File: config.mk
export PLATFORM = sky130hd
export DESIGN_NAME = tri_bus_arbiter
export DESIGN_NICKNAME = d
export VERILOG_FILES = /design/src/rtl/tri_bus_arbiter.sv
export SDC_FILE = /design/constraint.sdc
export NUM_CORES = 1
export LEC_CHECK = 0
export CELL_PAD_IN_SITES_DETAIL_PLACEMENT = 2
export CELL_PAD_IN_SITES_GLOBAL_PLACEMENT = 2
export CORE_MARGIN = 8
export CORE_UTILIZATION = 38
export DETAILED_ROUTE_END_ITERATION = 12
export DONT_BUFFER_PORTS = 1
export PLACE_DENSITY_LB_ADDON = 0.1
export SYNTH_ARGS = -nofsm -noshare
export SYNTH_HDL_FRONTEND = slang
export SYNTH_SLANG_ARGS = --single-unit
File: constraint.sdc
create_clock -name iClk -period 2.2 [get_ports iClk]
set_input_delay 0.44 -clock iClk [delete_from_list [all_inputs] [get_ports iClk]]
set_output_delay 0.44 -clock iClk [all_outputs]
set_load 0.01 [all_outputs]
File: src/rtl/tri_bus_arbiter.sv
// Round-robin arbiter producing one-hot tri-state driver enables with a bounded
// grant length and an all-off turnaround gap between bus owners.
module tri_bus_arbiter #(
  parameter int unsigned N           = 4,
  parameter int unsigned MAX_HOLD    = 8,
  parameter int unsigned TURN_CYCLES = 1
) (
  input  logic                 iClk,
  input  logic                 iRst_n,
  input  logic [N-1:0]         iReq,
  output logic [N-1:0]         oEna,
  output logic [$clog2(N)-1:0] oGntId,
  output logic                 oBusy,
  output logic                 oTimeout
);

  localparam int unsigned IDW = $clog2(N);
  localparam int unsigned HW  = $clog2(MAX_HOLD + 1);
  localparam int unsigned TW  = $clog2(TURN_CYCLES + 1);

  localparam logic [1:0] S_IDLE  = 2'd0;
  localparam logic [1:0] S_GRANT = 2'd1;
  localparam logic [1:0] S_TURN  = 2'd2;

  logic [1:0]     r_state;
  logic [N-1:0]   r_ena;
  logic [IDW-1:0] r_gnt_id;
  logic           r_busy;
  logic           r_timeout;
  logic [HW-1:0]  r_hold;
  logic [TW-1:0]  r_turn;
  logic [IDW-1:0] r_ptr;

  logic [1:0]     w_state_nxt;
  logic [N-1:0]   w_ena_nxt;
  logic [IDW-1:0] w_gnt_id_nxt;
  logic           w_busy_nxt;
  logic           w_timeout_nxt;
  logic [HW-1:0]  w_hold_nxt;
  logic [TW-1:0]  w_turn_nxt;
  logic [IDW-1:0] w_ptr_nxt;

  logic           w_found;
  logic [IDW-1:0] w_win;
  logic           w_do_grant;

  // First requester found scanning upward from the round-robin pointer.
  function automatic logic [IDW:0] f_pick(input logic [N-1:0] req, input logic [IDW-1:0] ptr);
    logic [IDW-1:0] idx;
    logic           found;
    logic [IDW-1:0] win;
    found = 1'b0;
    win   = '0;
    for (int unsigned i = 0; i < N; i++) begin
      idx = IDW'((32'(ptr) + i) % N);
      if (!found && req[idx]) begin
        found = 1'b1;
        win   = idx;
      end
    end
    return {found, win};
  endfunction

  always_comb begin
    {w_found, w_win} = f_pick(iReq, r_ptr);
  end

  always_ff @(posedge iClk or negedge iRst_n) begin
    if (!iRst_n) begin
      r_state   <= S_IDLE;
      r_ena     <= '0;
      r_gnt_id  <= '0;
      r_busy    <= 1'b0;
      r_timeout <= 1'b0;
      r_hold    <= '0;
      r_turn    <= '0;
      r_ptr     <= '0;
    end else begin
      r_state   <= w_state_nxt;
      r_ena     <= w_ena_nxt;
      r_gnt_id  <= w_gnt_id_nxt;
      r_busy    <= w_busy_nxt;
      r_timeout <= w_timeout_nxt;
      r_hold    <= w_hold_nxt;
      r_turn    <= w_turn_nxt;
      r_ptr     <= w_ptr_nxt;
    end
  end

  always_comb begin
    w_state_nxt   = r_state;
    w_ena_nxt     = r_ena;
    w_gnt_id_nxt  = r_gnt_id;
    w_busy_nxt    = r_busy;
    w_timeout_nxt = 1'b0;
    w_hold_nxt    = r_hold;
    w_turn_nxt    = r_turn;
    w_ptr_nxt     = r_ptr;
    w_do_grant    = 1'b0;

    case (r_state)
      S_IDLE: begin
        w_do_grant = w_found;
      end
      S_GRANT: begin
        // Voluntary release wins over the hold limit, so no timeout pulse then.
        if (!iReq[r_gnt_id]) begin
          w_ena_nxt   = '0;
          w_turn_nxt  = TW'(1);
          w_state_nxt = S_TURN;
        end else if (r_hold == HW'(MAX_HOLD)) begin
          w_ena_nxt     = '0;
          w_timeout_nxt = 1'b1;
          w_turn_nxt    = TW'(1);
          w_state_nxt   = S_TURN;
        end else begin
          w_hold_nxt = r_hold + HW'(1);
        end
      end
      S_TURN: begin
        if (r_turn == TW'(TURN_CYCLES)) begin
          if (w_found) begin
            w_do_grant = 1'b1;
          end else begin
            w_busy_nxt  = 1'b0;
            w_state_nxt = S_IDLE;
          end
        end else begin
          w_turn_nxt = r_turn + TW'(1);
        end
      end
      default: begin
        w_ena_nxt   = '0;
        w_busy_nxt  = 1'b0;
        w_state_nxt = S_IDLE;
      end
    endcase

    if (w_do_grant) begin
      w_state_nxt  = S_GRANT;
      w_ena_nxt    = N'(1) << w_win;
      w_gnt_id_nxt = w_win;
      w_busy_nxt   = 1'b1;
      w_hold_nxt   = HW'(1);
      w_ptr_nxt    = (w_win == IDW'(N - 1)) ? '0 : w_win + IDW'(1);
    end
  end

  assign oEna     = r_ena;
  assign oGntId   = r_gnt_id;
  assign oBusy    = r_busy;
  assign oTimeout = r_timeout;

endmodule

==> results.md <==
- Outcome: finished, final reports clean
- CTS root buf: clkbuf_4
- P&R area growth vs syn: 7.926%
- First-pass GRT wire length: 3636 µm
- Worst Path Required: 2.41 ns
- Clock buffer depth: 2
- Synthesized flop and latch total: 17
- Cell Int Power: 0.0007604 W
- Post-Synth Adder-Cell Area: 7.926%
- Largest family of logic cells by synthesized area: simple AND/OR/NAND/NOR gates
- PwrDens: 1280 mW/mm²
- Final Instance Area: 0.001022 mm²
- Post-synthesis simple-gate area fraction: 16.78%
- Layout Cells excl Fill: 126
- Initial antenna violation count: 0
- Critical path arrival: 1.94 ns
- Die width: 65.93 µm
- Post-Synthesis Cells: 91
- Post-Synth XOR/XNOR Area: 0%
- Final wirelength: 2220 µm
- H-Tree Depth: 1
- Drt pass-1 iters: 4
- Worst Setup End Kind: flip-flop
- Multi-input gate area: 474.2 µm²
- # fillers: 262
- Clk slew on worst S/H paths: 0.11 ns
- Part of the Yosys area used for sequential elements: 44.91%
- Final Max Slew Viols: 0
- Lkg Pwr: 0.4928 nW
- Tightest Pin Transition: 0.7769 ns
- Die area: 0.004346 mm²
- Hold Path Class: in2reg
- Fmax achieved: 577.7 MHz
- Nets: 109
- Proportion of synthesized area in mux cells: 13.87%
- Vias in the first global route: 722
- Vias per inst: 5.317
- Input/output buffers: 0
- Clock latency at the later pin of the worst-skew pair: 0.29 ns
- Grt total ovfl: 0
- Synth Warn #: 0
- Area of placed instances: 985.9 µm²
- Power share of the combinational group: 43.3%
- Switch Pwr: 0.0005476 W
- Top Ports: 14
- Die height: 65.93 µm
- Clock sink count: 17
- Final core occ: 42.42%
- Core box area: 0.002410 mm²
- Clock Skew: 0.009777 ns
- CTS tree: done
- Initial DRC Count: 25
- Setup TNS: 0 ns
- Gr usage total: 11.03%
- Routed wire per std cell: 17.62 µm
- Cells after DPL: 121
- Vias: 670
- Max FO, Critical Path: 10
- # rows: 18
- Net Count, Synth: 103
- Detailed Place HPWL: 1762 µm
- Synth Area per Inst: 10.41 µm²
- Clock period minus worst slack: 1.731 ns
- Yosys cell types: 28
- Synth Area in Compound Gates: 11.49%
- Initial cell density of the core: 39.30%
- Max IR drop VDD: 510.4 µV
- Flop pwr share: 43.7%
- Setup repair after global routing missed its margin: no
- Worst slew margin: 48.03%
- Final hold viol count: 0
- Clock power frac: 13.0%
- DRC: 0
- Period utilisation layout: 78.68%
- CP Class: reg2reg
- GP Congestion: 0.6871
- Sw Ratio: 41.87%
- Crit path launch type: flip-flop
- Largest net degree at the start of global routing: 18
- Final setup violating endpoints: 0
- Max-cap viol count: 0
- Cell Area, Synth: 947.2 µm²
- Layout cells sized above 1: 11.46%
- CTS Buf Count: 3
- Antenna Nets Post-Route: 0
- Register Area: 425.4 µm²
- ANT cells: 0
-- worst paths after layout --
| path | from | endpoint | slack [ns] | cells past startpoint |
|---|---|---|---|---|
| setup / recovery | oGntId[1] | r_hold[1] | 0.47 | 4 |
| hold reg to reg | r_hold[2] | r_hold[2] | 0.53 | 1 |
| hold / removal | iReq[2] | oBusy | 0.51 | 3 |
| min in group asynchronous | iRst_n | oEna[0] | 0.66 | 1 |
| setup reg to reg | oGntId[1] | r_hold[1] | 0.47 | 4 |
| max in group asynchronous | iRst_n | oBusy | 1.05 | 1 |
-- power groups by stage --
| stage | Combinational (W) | Sequential (W) | Clock, W |
|---|---|---|---|
| final | 0.000566 | 0.000572 | 0.000170 |
| after global routing | 0.000645 | 0.000597 | 0.000187 |
| after CTS | 0.000579 | 0.000578 | 0.000176 |
| after detailed placement | 0.000568 | 0.000585 | 0 |
| after global placement | 0.000547 | 0.000574 | 0 |
| after floorplan | 0.000458 | 0.000534 | 0 |
-- synth_stat cells (all sizes together) --
library cell / n / area [µm²]
o211ai: 1 / 7.510
ha: 6 / 75.07
nor2b: 2 / 12.51
or3: 1 / 6.260
a2bb2oi: 1 / 8.760
o22ai: 1 / 6.260
nor2: 7 / 26.28
o21ai: 1 / 5.000
nor3b: 2 / 15.01
inv: 7 / 26.28
o31ai: 2 / 15.01
nand3b: 2 / 15.01
mux2: 3 / 41.29
mux2i: 9 / 90.09
nand2b: 4 / 25.02
and3: 1 / 6.260
buf: 3 / 21.27
dfrtp: 17 / 425.4
nand2: 7 / 26.28
o21a: 1 / 7.510
nand3: 2 / 15.01
a211oi: 2 / 15.01
a21oi: 7 / 35.03
or4: 1 / 11.26
a211o: 1 / 8.760
-- what timing repair did --
item	in CTS	in global routing
gates resized for setup	0	0
buffers inserted	0	0
hold endpoints to repair	17	0
hold buffers	1	0
-- per-layer routing --
metal | routed length, µm | global-route usage, %
met3 | 152 | 4.068
met1 | 989 | 12.92
met5 | 0 | 0
met4 | 15 | 4.087
met2 | 1062 | 17.90
-- cell families (layout without fill, tap and decap cells) --
| kind of cell | Yosys count | after routing |
|---|---|---|
| compound gates | 17 | 17 |
| fa+ha+maj | 6 | 6 |
| buf+inv | 10 | 15 |
| flops | 17 | 17 |
| mux | 12 | 12 |
| simple gates | 29 | 29 |
-- cells in the final DEF, fill, tap and decap left out --
| master | count |
|---|---|
| mux2i_1 | 9 |
| o21a_1 | 1 |
| nand3b_1 | 2 |
| a21oi_1 | 7 |
| o21ai_0 | 1 |
| o211ai_1 | 1 |
| mux2_2 | 1 |
| a2bb2oi_1 | 1 |
| clkbuf_1 | 1 |
| mux2_4 | 2 |
| nand2b_1 | 4 |
| or3_1 | 1 |
| nor3b_1 | 2 |
| nor2_1 | 7 |
| o22ai_1 | 1 |
| ha_1 | 6 |
| nand3_2 | 1 |
| nor2b_1 | 2 |
| or4_4 | 1 |
| o31ai_1 | 2 |
| dfrtp_1 | 17 |
| nand3_1 | 1 |
| nand2_1 | 7 |
| clkbuf_4 | 3 |
| inv_1 | 7 |
| dlygate4sd3_1 | 1 |
| and3_1 | 1 |
| a211oi_1 | 2 |
| buf_4 | 3 |
| a211o_1 | 1 |
-- stage by stage --
step	power, W	hold WS (ns)	worst slack [ns]
after CTS	0.001334	0.5101	0.4693
final	0.001308	0.5130	0.4691
after global routing	0.001429	0.5377	0.3370
after detailed placement	0.001153	0.1449	0.4734
after global placement	0.001120	0.1451	0.4550
after floorplan	0.0009918	0.1444	0.5119
-- flip-flops by register name, indices dropped and copies added (netlist names) --
signal	flops
oBusy	1
oEna	4
oGntId	2
oTimeout	1
r_hold	4
r_ptr	2
r_state	2
r_turn	1
-- cell type report --
type,instances,area share (%)
multi-input cells,64,46.39
flip-flops and latches,17,41.62
well taps,30,3.672
inverters,7,2.570
repair buffers,4,3.182
clock buffers,4,2.570
-- critical path, cell delays in order (launching register included) --
cell and delay, ns:
dfrtp_1 0.48, mux2_2 0.36, a2bb2oi_1 0.18, nand2b_1 0.39, mux2i_1 0.24
No activity file was read; power rests on OpenSTA's default activity.
==> edit 1, RTL diff (same flow settings) <==
Make the reset (`iRst_n`) synchronous in one clocked block.
--- a/src/rtl/tri_bus_arbiter.sv
+++ b/src/rtl/tri_bus_arbiter.sv
@@ -66,5 +66,5 @@
   end
 
-  always_ff @(posedge iClk or negedge iRst_n) begin
+  always_ff @(posedge iClk) begin
     if (!iRst_n) begin
       r_state   <= S_IDLE;
Check against the original RTL: differs if iRst_n is asserted again (counterexample within 4 cycles, from zero or initial values and one cycle with iRst_n low); with iRst_n held inactive, the same outputs for 4 cycles.
==> edit 1 against the original RTL <==
Total power fell by 10%. Die area rose by 5.0%. Clock skew rose by 1.1 ps. Final area rose by 4.7%. Worst setup slack got worse by 170 ps. Hold slack got worse by 240 ps. Synthesized area rose by 6.6%. Sequential cell count did not move. Critical path depth rose by 4. Critical endpoint is now r_ptr[0]. Via count rose by 23%. Wire length rose by 16%. Final cell count rose by 17%.
==> edit 1: results (changes against the original RTL) <==
outcome:
  run_status: "complete, no violations"
drt:
  drt-wirelength-per-cell_um: 17.4  # -1.4%
  first_pass_iters: 3  # -1
  routed.top_layer: "met4"
  vias: 826  # +23%
  route.met3.wl_um: 36  # -76%
  dr_wl_met2_um: 1320  # +24%
  wl_um: 2570  # +16%
  wl_met1_um: 1190  # +21%
  first_iter_violations: 26  # +4.0%
finish:
  fill_cells: 290  # +11%
  diodes: 0  # unchanged
  drive_above_1_share: 0.0932  # -0.0214
yosys:
  synth-xor-area-share: 0.0173  # +0.0173
  yosysSeqAreaShare: 0.337  # -0.112
  syn-instance-count: 115  # +26%
  synth_common_cells: "17 x dfxtp_1, 13 x nand2_1, 9 x ha_1, 9 x inv_1, 7 x a21oi_1"
  muxShareOfSynthArea: 0.0719  # -0.0668
  synth_compound_area_frac: 0.182  # +0.0672
  synth_fa_ha_area_frac: 0.112  # +0.0323
  ys_top_cells_by_area: "dfxtp_1 34%, ha_1 11%, mux2i_1 5.0%"
  yosys_warnings: 0  # unchanged
  synthDistinctLibCells: 37  # +32%
  syn_nets: 130  # +26%
  async_reset_ff_frac: 0  # -1.00
critical_path:
  rr_worst_depth: 8  # +4
  path_delay_family: "compound AO/OA/AOI/OAI gates"
  critPathMaxStageDelay_ps: 440  # -40 ps
  critPathSlowestCell: "dfxtp_1"
  cp_max_fo: 6  # -4
sta:
  slew_headroom: 0.676  # +0.196
  final.setup_skew_ps: 10.9  # +1.13 ps
clock_tree:
  cts_inserted_buffers: 3  # unchanged
  cts_root_buf: "clkbuf_4"
  max-clock-path-buffers: 2  # unchanged
  insertion_delay_ps: 290  # about the same
  cts_setup_buffers: 0  # unchanged
  path_clk_slew_ps: 110  # about the same
  cts_resized: 0  # unchanged
grt:
  grt_max_degree: 21  # +3
  grt_pass1_wl_um: 4420  # +21%
  grt_util_all_layers: 0.125  # +0.0149
  grt_pass1_vias: 894  # +24%
place:
  placedCellCount: 144  # +19%
  io_buffers: 0  # unchanged
  hpwlAfterDp_um: 2030  # +15%
  preCtsSetupSlack_ps: 286  # -188 ps
  gp_congestion: 0.727  # +5.8%
pwr:
  ir_drop_mv: 0.566  # +11%
  p_leak_nw: 0.431  # -12%
worst_hold_path:
  min_path_type: "in -> reg"
  hold_depth: 1  # -2
==> edit 1: final timing paths <==
check | startpoint | endpoint | slack, ps
worst max-delay path | r_ptr[1] | r_ptr[0] | 300
worst min-delay path | iRst_n | oGntId[0] | 270
worst max register to register | r_ptr[1] | r_ptr[0] | 300
worst min register to register | oEna[2] | oEna[2] | 520
==> edit 1: through the flow <==
step	instance area, um2	util	power (mW)	hold slack, ps
3_3_place_gp	1040	0.417	1.00	473
5_1_grt	1070	0.428	1.30	266
2_1_floorplan	1010	-	0.889	455
3_5_place_dp	1040	0.417	1.03	510
6_report	1070	0.428	1.18	271
4_1_cts	1070	0.428	1.20	259
==> edit 1: worst register-to-register path, stage by stage, from the launching register on <==
cell	delay [ps]
dfxtp_1	440
a21oi_1	90
o21a_1	170
o22ai_1	290
inv_1	110
ha_1	220
nor3_1	200
o31ai_1	110
a21boi_0	190
==> edit 1: logic make-up (layout without fill, tap and decap cells) <==
logic type | after synthesis | after routing
buffers and inverters | 12 | 15
flip-flops | 17 | 17
multiplexers | 6 | 6
adder cells (fa/ha/maj) | 9 | 9
XOR/XNOR | 2 | 2
AO/OA/AOI/OAI | 26 | 26
AND/OR/NAND/NOR | 43 | 43
==> edit 1: final cells by class <==
class                   count  share of cell area
well taps                  30              0.0351
repair buffers              2              0.0140
clock buffers               4              0.0246
multi-input cells          86               0.577
inverters                   9              0.0316
flip-flops and latches     17               0.318
==> edit 1: power by group <==
group          internal (mW)  switching, mW  total (mW)
sequential             0.385         0.0984       0.483
clock                 0.0703         0.0977       0.168
combinational          0.210          0.314       0.525
total                  0.665          0.510        1.18
==> edit 1: metal layers <==
metal / global-route usage / vias to the layer above
met5: 0 / -
met1: 0.155 / 405
li1: - / 417
met2: 0.212 / 2
met3: 0.0248 / 2
met4: 0.0392 / 0
==> edit 2, RTL diff (same flow settings) <==
Made on the original files. Set the parameter `N` to 8 (it was 4).
--- a/src/rtl/tri_bus_arbiter.sv
+++ b/src/rtl/tri_bus_arbiter.sv
@@ -2,5 +2,5 @@
 // grant length and an all-off turnaround gap between bus owners.
 module tri_bus_arbiter #(
-  parameter int unsigned N           = 4,
+  parameter int unsigned N           = 8,
   parameter int unsigned MAX_HOLD    = 8,
   parameter int unsigned TURN_CYCLES = 1
Interface: changed (resized iReq, oEna and oGntId); port bits go from 14 to 23. No check against the original RTL was run, so the function may have changed too.
==> edit 2 against the original RTL <==
The flow now finishes with violations (negative setup slack). Die area increased by 93%. Synthesized area increased by 130%. Clock skew decreased by 1.8 ps. Sequential cell count increased by 6. Worst setup slack got worse by 1700 ps. Final cell count increased to 2.8 times the old value. Wire length increased to 5.8 times the old value. Final area increased to 3.2 times the old value. Critical endpoint is now oEna[2].
Power is not shown: default switching activity piles up to over one toggle a cycle in this logic, so the estimate is an artifact.
==> edit 2: results (changes against the original RTL) <==
outcome:
  run_status: "finished, violations left"
  violations: "negative setup slack"
finish:
  multi_input_area_share: 0.530  # +0.0666
  bufAreaShareNonClock: 0.232  # +0.200
  nets: 298  # +170%
  drive_above_1_share: 0.542  # +0.427
  multi_input_gates: 155  # +140%
  design.seq.count: 23  # +6
  n_all_inverters: 12  # +5
floorplanning:
  taps: 72  # +140%
grt:
  grt_max_degree: 24  # +6
  grt_pass1_vias: 2493  # +250%
yosys:
  ys_top_cells_by_area: "dfrtp_1 26%, mux4_1 12%, mux2i_1 8.3%"
  muxShareOfSynthArea: 0.289  # +0.150
  synthDistinctLibCells: 55  # +96%
  synth-xor-area-share: 0.0202  # +0.0202
  yosysSeqAreaShare: 0.265  # -0.184
  synth_fa_ha_area_frac: 0.0576  # -0.0217
  synth_compound_area_frac: 0.204  # +0.0896
  syn_nets: 219  # +110%
place:
  dpl_cell_area_um2: 2750  # +180%
  gp_congestion: 0.941  # +37%
critical_path:
  rr_worst_depth: 15  # +11
  critPathSlowestCell: "dfrtp_2"
  timing.rr.end: "oEna[2]"
  cp_max_fo: 4  # -6
  arrival_ps: 3560  # +1620 ps
  path_delay_family: "buffers and inverters"
sta:
  fmax_ghz: 0.294  # -49%
  post-route-worst-setup-slack_ps: -1200  # -1670 ps
  finalSetupViolCount: 20  # +20
drt:
  route.met3.wl_um: 842  # +450%
  wl_met1_um: 5070  # +410%
  dr_wl_met2_um: 6320  # +500%
  vias: 2375  # +250%
clock_tree:
  path_clk_slew_ps: 90  # -20 ps
  cts_root_buf: "clkbuf_8"
-- edit 2: cell count changes after synthesis, moves of 6 or more --
| cell | change |
|---|---|
| nor2_1 | +7 |
| mux4_1 | +10 |
| mux2i_1 | +9 |
| a32o_1 | +7 |
| dfrtp_1 | +6 |
| o21ai_0 | +6 |
-- edit 2: what timing repair did --
| action | 4_1_cts | 5_1_grt |
|---|---|---|
| hold endpoints to repair | 23 | 0 |
| resized for setup | 52 | 19 |
| setup endpoints to repair | 20 | 20 |
| hold buffers | 1 | 0 |
| pin swaps | 18 | 9 |
| cloned | 1 | 0 |
| buffers inserted | 15 | 2 |
-- edit 2: kinds of logic (layout without fill, tap and decap cells) --
group,after synthesis,count (layout)
XOR/XNOR,5,5
adder cells (fa/ha/maj),10,10
buffers and inverters,21,99
flip-flops,23,23
AND/OR/NAND/NOR,46,46
AO/OA/AOI/OAI,55,55
multiplexers,39,39
-- edit 2: how the worst max path moves through the flow --
stage,to,slack [ps]
2_1_floorplan,r_ptr[2],-1020
3_3_place_gp,r_ptr[2],-810
3_5_place_dp,r_ptr[2],-980
4_1_cts,r_ptr[2],-960
5_1_grt,oEna[2],-1200
6_report,oEna[2],-1200
-- edit 2: worst reg2reg max path, delay by kind of cell, from the launching register on --
family	cells	cell delay (ps)
simple gates	1	120
buf+inv	7	1080
fa+ha+maj	2	390
flops	1	480
mux	1	390
compound gates	4	830
-- edit 2: through the flow --
step | hold slack [ps] | std cells | util | worst slack [ps] | setup TNS, ps
CTS | 561 | 347 | 0.573 | -960 | -15240
detailed placement | 145 | 326 | 0.499 | -983 | -15290
global route | 602 | 349 | 0.589 | -1200 | -20550
finish | 586 | 349 | 0.589 | -1200 | -20140
floorplan | 144 | 199 | - | -1020 | -13540
global placement | 145 | 326 | 0.499 | -815 | -12730
